## src/rtl/iiitb_usr_ctrl.sv

```systemverilog
// iiitb_usr_ctrl: command sequencer in front of the iiitb_usr universal shift register.
// Define USR_ROTATE_EN to let SHL/SHR commands rotate instead of using the serial fill bit.
module iiitb_usr_ctrl #(
    parameter int WIDTH = 8,
    parameter int CNT_W = 4
) (
    input  logic             clock,
    input  logic             clear,
    input  logic             cmd_valid,
    output logic             cmd_ready,
    input  logic [1:0]       cmd_op,
    input  logic [CNT_W-1:0] cmd_cnt,
    input  logic [WIDTH-1:0] cmd_data,
    input  logic             cmd_ser,
    input  logic             cmd_rot,
    output logic [1:0]       usr_select,
    output logic [WIDTH-1:0] usr_data_in,
    output logic             usr_sl_ser,
    output logic             usr_sr_ser,
    output logic             usr_clear,
    input  logic [WIDTH-1:0] usr_data_out,
    output logic             rsp_valid,
    input  logic             rsp_ready,
    output logic [WIDTH-1:0] rsp_data
);

    typedef enum logic [1:0] {
        OP_SHL  = 2'b00,
        OP_SHR  = 2'b01,
        OP_LOAD = 2'b10,
        OP_CLR  = 2'b11
    } op_e;

    typedef enum logic [1:0] {
        S_IDLE,
        S_EXEC,
        S_SETTLE,
        S_RESP
    } state_e;

    localparam logic [CNT_W-1:0] CNT_ONE = {{(CNT_W-1){1'b0}}, 1'b1};

    state_e           r_state;
    state_e           w_next_state;
    op_e              r_op;
    logic [CNT_W-1:0] r_cnt;
    logic [WIDTH-1:0] r_data;
    logic [WIDTH-1:0] r_rsp_data;
    logic             r_ser;
    logic             w_accept;
    logic             w_single;
    logic             w_fill_sl;
    logic             w_fill_sr;

    assign w_accept = cmd_valid && cmd_ready;
    // LOAD and CLR always run for exactly one EXEC cycle, whatever cmd_cnt says.
    assign w_single = (cmd_op == OP_LOAD) || (cmd_op == OP_CLR);

`ifdef USR_ROTATE_EN
    logic r_rot;

    always_ff @(posedge clock) begin
        if (!clear) begin
            r_rot <= 1'b0;
        end else if (w_accept) begin
            r_rot <= cmd_rot;
        end
    end

    assign w_fill_sl = r_rot ? usr_data_out[WIDTH-1] : r_ser;
    assign w_fill_sr = r_rot ? usr_data_out[0] : r_ser;
`else
    logic w_unused_rot;

    assign w_unused_rot = cmd_rot;
    assign w_fill_sl    = r_ser;
    assign w_fill_sr    = r_ser;
`endif

    always_ff @(posedge clock) begin
        if (!clear) begin
            r_state <= S_IDLE;
        end else begin
            r_state <= w_next_state;
        end
    end

    always_ff @(posedge clock) begin
        if (!clear) begin
            r_op       <= OP_SHL;
            r_cnt      <= '0;
            r_data     <= '0;
            r_ser      <= 1'b0;
            r_rsp_data <= '0;
        end else begin
            if (w_accept) begin
                r_op   <= op_e'(cmd_op);
                r_cnt  <= w_single ? CNT_ONE : cmd_cnt;
                r_data <= cmd_data;
                r_ser  <= cmd_ser;
            end else if (r_state == S_EXEC) begin
                r_cnt <= r_cnt - CNT_ONE;
            end
            if (r_state == S_SETTLE) begin
                r_rsp_data <= usr_data_out;
            end
        end
    end

    // NOTE: every output is given a safe default before the case so no path infers a latch.
    always_comb begin
        w_next_state = r_state;
        cmd_ready    = 1'b0;
        rsp_valid    = 1'b0;
        usr_select   = 2'b11;
        usr_data_in  = '0;
        usr_sl_ser   = 1'b0;
        usr_sr_ser   = 1'b0;
        usr_clear    = !clear;
        if (clear) begin
            case (r_state)
                S_IDLE: begin
                    cmd_ready = 1'b1;
                    if (cmd_valid) begin
                        w_next_state = (w_single || (cmd_cnt != '0)) ? S_EXEC : S_SETTLE;
                    end
                end
                S_EXEC: begin
                    case (r_op)
                        OP_SHL: begin
                            usr_select = 2'b00;
                            usr_sl_ser = w_fill_sl;
                        end
                        OP_SHR: begin
                            usr_select = 2'b01;
                            usr_sr_ser = w_fill_sr;
                        end
                        OP_LOAD: begin
                            usr_select  = 2'b10;
                            usr_data_in = r_data;
                        end
                        default: usr_clear = 1'b1;
                    endcase
                    if (r_cnt == CNT_ONE) begin
                        w_next_state = S_SETTLE;
                    end
                end
                S_SETTLE: w_next_state = S_RESP;
                default: begin
                    rsp_valid = 1'b1;
                    if (rsp_ready) begin
                        w_next_state = S_IDLE;
                    end
                end
            endcase
        end
    end

    assign rsp_data = r_rsp_data;

endmodule

```

## config.mk

```make
export PLATFORM = sky130hd
export DESIGN_NAME = iiitb_usr_ctrl
export DESIGN_NICKNAME = d
export VERILOG_FILES = /design/src/rtl/iiitb_usr_ctrl.sv
export SDC_FILE = /design/constraint.sdc
export NUM_CORES = 1
export LEC_CHECK = 0
export CAP_MARGIN = 25
export CORE_MARGIN = 5
export CORE_UTILIZATION = 45
export DETAILED_ROUTE_END_ITERATION = 12
export HOLD_SLACK_MARGIN = 0.05
export PLACE_DENSITY = 0.9
export SLEW_MARGIN = 5
export SYNTH_ARGS = -nofsm -noshare
export SYNTH_HDL_FRONTEND = slang
export SYNTH_SLANG_ARGS = --single-unit
```

## constraint.sdc

```tcl
create_clock -name clock -period 2.6 [get_ports clock]
set_input_delay 0.52 -clock clock [delete_from_list [all_inputs] [get_ports clock]]
set_output_delay 0.52 -clock clock [all_outputs]
set_load 0.01 [all_outputs]
```

Yosys cells after proc, flatten, opt, wreduce, memory -nomap -nowiden
Cells that the tools add are included.
{ "word_totals": {"regBits": 25, "input_bits": 28, "output_inout_bits": 23, "elab_cells": 55} }
{ "op_classes": {"n_addsub": 1, "eq_ne": 9, "muxes": 27, "reduce_logical": 12} }
{ "ops": {"columns": ["cell", "count"], "rows": [
  ["$mux 8", 3],
  ["$mux 1", 13],
  ["$mux 2", 6],
  ["$mux 4", 3],
  ["$pmux 2 s3", 2],
  ["$eq 2x2->1 const B", 4],
  ["$reduce_bool 4->1", 2],
  ["$reduce_or 3->1", 2],
  ["$eq 2x1->1 const B", 2],
  ["$eq 4x1->1 const B", 1],
  ["$logic_not 2->1", 2],
  ["$sub 4x1->4 const B", 1],
  ["$reduce_and 3->1", 1],
  ["$logic_or 1x1->1", 2],
  ["$ne 2x1->1 const B", 1],
  ["$ne 2x2->1 const B", 1],
  ["$reduce_bool 2->1", 1],
  ["$logic_and 1x1->1", 1],
  ["$logic_not 1->1", 1]
]} }

Depth between registers and ports, before layout
{ "depth": {"depth_word": 6, "depth_mapped": 7, "mapped_depth_nobuf": 6} }

Worst setup path before layout
OpenSTA, ideal clock, no wires.
{ "synth_timing": {"path_type": "register to output", "start": "register r_state[1]", "end": "output port usr_sl_ser", "arrival_time_ps": 1543, "t_required_ps": 2080, "slack_ps": 537, "stages_incl_launch_ff": 7, "n_path_buf": 1, "cell_sequence": "dfxtp_1 inv_1 ha_1 clkbuf_1 nor2b_1 nand2_1 nor3b_1"} }
{ "synth_between": {"elab_chain_cells": 3} }
{ "synth_lines": {"columns": ["element", "line", "text"], "rows": [
  ["from (decl)", "43", "state_e r_state;"],
  ["from (signal assigned)", "84", "r_state <= w_next_state;"],
  ["$eq 2x1->1", "121", "case (r_state)"],
  ["$mux 1", "121", null],
  ["$mux 1", "120", "if (clear) begin"],
  ["to (decl)", "18", "output logic usr_sl_ser,"]
]} }
Every way passes these cells.

Worst setup path after layout
{ "layout_timing": {"start": "register r_state[1]", "end": "output port usr_data_in[2]"} }
{ "layout_between": {"elab_chain_cells": 3} }
{ "layout_lines": {"columns": ["element", "line", "text"], "rows": [
  ["$eq 2x1->1", "121", null],
  ["$mux 8", "121", null],
  ["$mux 8", "120", null],
  ["to (decl)", "17", "output logic [WIDTH-1:0] usr_data_in,"]
]} }
Every way passes these cells.

==> results.json <==
{
  "cts.clk_slew.worst_paths_ns": 0.13,
  "fp-row-count": 18,
  "path_max_fanout": 7,
  "worstRegToRegCells": 6,
  "firstDrtPassIters": 4,
  "drc": 0,
  "maxCapViolCount": 0,
  "worst_pin_slew_ns": 0.637,
  "critPathBufInv": 2,
  "portBuffers": 49,
  "cp.depth": 6,
  "clkSinkCount": 25,
  "swShare_pct": 36.5,
  "dp_slack_ns": 0.0530,
  "die-area_um2": 3770,
  "max-vdd-ir-drop_mv": 0.737,
  "fin_tns_setup_ns": 0,
  "fin_crit_sh_pct": 95.0,
  "cp_data_arrival_time_ns": 1.95,
  "place.gp.congestion": 0.743,
  "nets": 234,
  "cts_setup_buffers": 0,
  "setup_viol": 0,
  "grt_pass1_wl_mm": 4.97,
  "antenna_left": 0,
  "place_hpwl_mm": 2.54,
  "synth_seq_cells": 25,
  "max_freq_mhz": 405,
  "yosysWarnings": 0,
  "slowest_stage": "clkdlybuf4s50_1",
  "vias": 1190,
  "crit_type": "register to output port",
  "syn_nets": 182,
  "vias_per_cell": 5.20,
  "combinationalPowerShare_pct": 43.9,
  "cts_buffers": 3,
  "clk_latency_ns": 0.32,
  "critPathCaptureType": "output port",
  "cts-root-buf": "clkbuf_4",
  "cellPowerDensity_nw_per_um2": 724,
  "grt_usage_pct": 17.8,
  "syn_area_per_cell_um2": 8.03,
  "fin_total_pwr_w": 0.00128,
  "netlist_area_um2": 1190,
  "avgRoutedWirePerCell_um": 14.4,
  "drive_above_1_share_pct": 7.54,
  "rsz0062_at_grt": "no",
  "initial_core_util_pct": 47.5,
  "slew_viol_final": 0,
  "rr_startpoint": "r_state[0]$_SDFFE_PN0P_",
  "internal_power_w": 0.000812,
  "fin_skew_ns": 0.00390,
  "period_minus_slack_ns": 2.47,
  "grt_pass1_vias": 1169,
  "worstReg2RegEnd": "r_cnt[2]$_SDFFE_PN0P_",
  "diodes": 0,
  "switchingPower_w": 0.000466,
  "critPathLaunch": "r_state[1]$_SDFFE_PN0P_",
  "routed_wl_mm": 3.30,
  "syn_inst": 148,
  "synth_cell_type_count": 29,
  "pwr-share-seq_pct": 42.4,
  "cp-endpoint": "usr_data_in[2]",
  "cp_top_family": "buffers and inverters",
  "die_h_um": 61.4,
  "grt_overflow": 0,
  "critPathLaunchType": "register",
  "dieWidth_um": 61.4,
  "cp.required_ns": 2.08,
  "hp-class": "register to register",
  "crit_path_max_incr_delay_ns": 0.55,
  "tritoncts": "yes",
  "antenna_found_initial": 0,
  "holdBufCountCts": 0,
  "yosysSeqAreaShare_pct": 42.1,
  "power.leakage_nw": 0.679,
  "worstPathCellList": "inv_1 -> ha_1 -> nor2b_2 -> nand2_2 -> nor2_1 -> clkdlybuf4s50_1",
  "core_area_um2": 2500,
  "power.clock.fraction_pct": 13.7,
  "grt_start_max_net_pins": 20,
  "rrSetupSlack_ns": 0.71,
  "drtIter0Drc": 59,
  "cts_max_path_buffers": 2,
  "finalWorstSetupSlack_ns": 0.129,
  "relSlewSlack_pct": 57.2,
  "ios": 51,
  "outcome": "finished, final reports clean",
  "synthToLayoutAreaGrowth_pct": 48.5,
  "htree_levels": 1,
  "hold_viol_final": 0
}
## power groups by stage
stage | logic [W] | registers (W) | clock network (W)
2_1_floorplan | 0.000341 | 0.000538 | 0
3_3_place_gp | 0.000512 | 0.000534 | 0
3_5_place_dp | 0.000545 | 0.000544 | 0
4_1_cts | 0.000556 | 0.000537 | 0.000180
5_1_grt | 0.000610 | 0.000552 | 0.000192
6_report | 0.000561 | 0.000542 | 0.000175
## per-layer routing
metal  global-route usage, %  wire [um]  vias to the layer above  share of wire, %
met5                       0          0                        -                 0
met3                    3.98        190                        8               5.8
met1                    20.1       1270                      541                39
met4                    7.58         70                        0               2.1
li1                        -          -                      600                 -
met2                    32.0       1760                       41                53
## synth_stat cells (all sizes together)
cell / count / area [um2]
nand2: 29 / 109
dfxtp: 25 / 500
nor2: 18 / 67.6
mux2i: 9 / 90.1
o21ai: 9 / 45.0
inv: 8 / 30.0
clkbuf: 7 / 26.3
nand3: 7 / 35.0
ha: 6 / 75.1
a21oi: 4 / 20.0
nor3b: 3 / 22.5
a31oi: 2 / 12.5
and2: 2 / 12.5
nand3b: 2 / 15.0
nor4: 2 / 12.5
o22ai: 2 / 12.5
a211oi: 1 / 7.51
a221o: 1 / 10.0
and3: 1 / 6.26
buf: 1 / 5.00
nor2b: 1 / 6.26
nor3: 1 / 5.00
nor4b: 1 / 15.0
o211ai: 1 / 7.51
o21a: 1 / 7.51
o41ai: 1 / 8.76
or2: 1 / 6.26
or3b: 1 / 8.76
xnor2: 1 / 8.76
## placed cells by master (no fill, tap or decap), types with 2 or more instances in the layout
master,netlist,final
ha_1,6,6
clkbuf_4,0,3
inv_1,8,8
o22ai_1,2,2
clkdlybuf4s50_1,0,47
nand3_1,7,7
nor4_1,2,2
a31oi_1,2,2
dfxtp_1,25,24
o21ai_0,9,9
mux2i_1,9,9
buf_4,0,6
nor3b_1,3,3
a21oi_1,4,4
nand3b_1,2,2
nor2_1,18,18
nand2_1,29,28
and2_1,2,2
## how the worst min path moves through the flow
| stage | start | endpoint | slack, ns | cells after the start |
|---|---|---|---|---|
| after detailed placement | r_data[1]$_SDFFE_PN0P_ | r_data[1]$_SDFFE_PN0P_ | 0.45 | 2 |
| after CTS | r_data[1]$_SDFFE_PN0P_ | r_data[1]$_SDFFE_PN0P_ | 0.47 | 2 |
| final | r_data[1]$_SDFFE_PN0P_ | r_data[1]$_SDFFE_PN0P_ | 0.47 | 2 |
| after global routing | r_cnt[3]$_SDFFE_PN0P_ | r_cnt[3]$_SDFFE_PN0P_ | 0.50 | 2 |
| after global placement | r_data[1]$_SDFFE_PN0P_ | r_data[1]$_SDFFE_PN0P_ | 0.44 | 2 |
| after floorplan | r_cnt[3]$_SDFFE_PN0P_ | r_cnt[3]$_SDFFE_PN0P_ | 0.43 | 2 |
## registers in the layout (all words and copies together), names as in the netlist
signal    cells
r_data        8
r_op          2
r_state       2
r_cnt         4
rsp_data      8
r_ser         1
## repair_timing
action	4_1_cts	5_1_grt
hold endpoints to repair	0	0
gates cloned	0	0
endpoints found under the setup margin	2	8
resized for setup	2	3
## cells by family (layout without fill, tap and decap cells)
group,count (synthesis),count (layout),synth area share [%]
buffers and inverters,16,67,5.16
xor gates and xnor gates,1,1,0.737
DFF,25,25,42.1
adders and majority gates,6,6,6.32
muxes,9,9,7.58
and+or+nand+nor,69,69,27.1
AOI/OAI and AO/OA,22,22,11.1
## area by class of cell
type	instances	area, um2
fillers	196	734
multi-input cells	107	632
repair buffers	55	537
flip-flops and latches	25	502
well taps	30	37.5
inverters	8	30.0
clock buffers	3	22.5
clock inverters	1	5.00
## stage by stage
stage	std cells	area (um2)	util (%)	hold WS [ns]
2_1_floorplan	148	1190	-	0.434
3_3_place_gp	225	1730	69.2	0.443
3_5_place_dp	225	1730	69.2	0.448
4_1_cts	229	1760	70.4	0.467
5_1_grt	229	1770	70.6	0.497
6_report	229	1770	70.6	0.467
## worst min-delay path: stages, from the launching register on
cell,delay [ns]
dfxtp_1,0.33
nand3_1,0.06
nand2_1,0.05
Power figures use the tool's default switching activity.
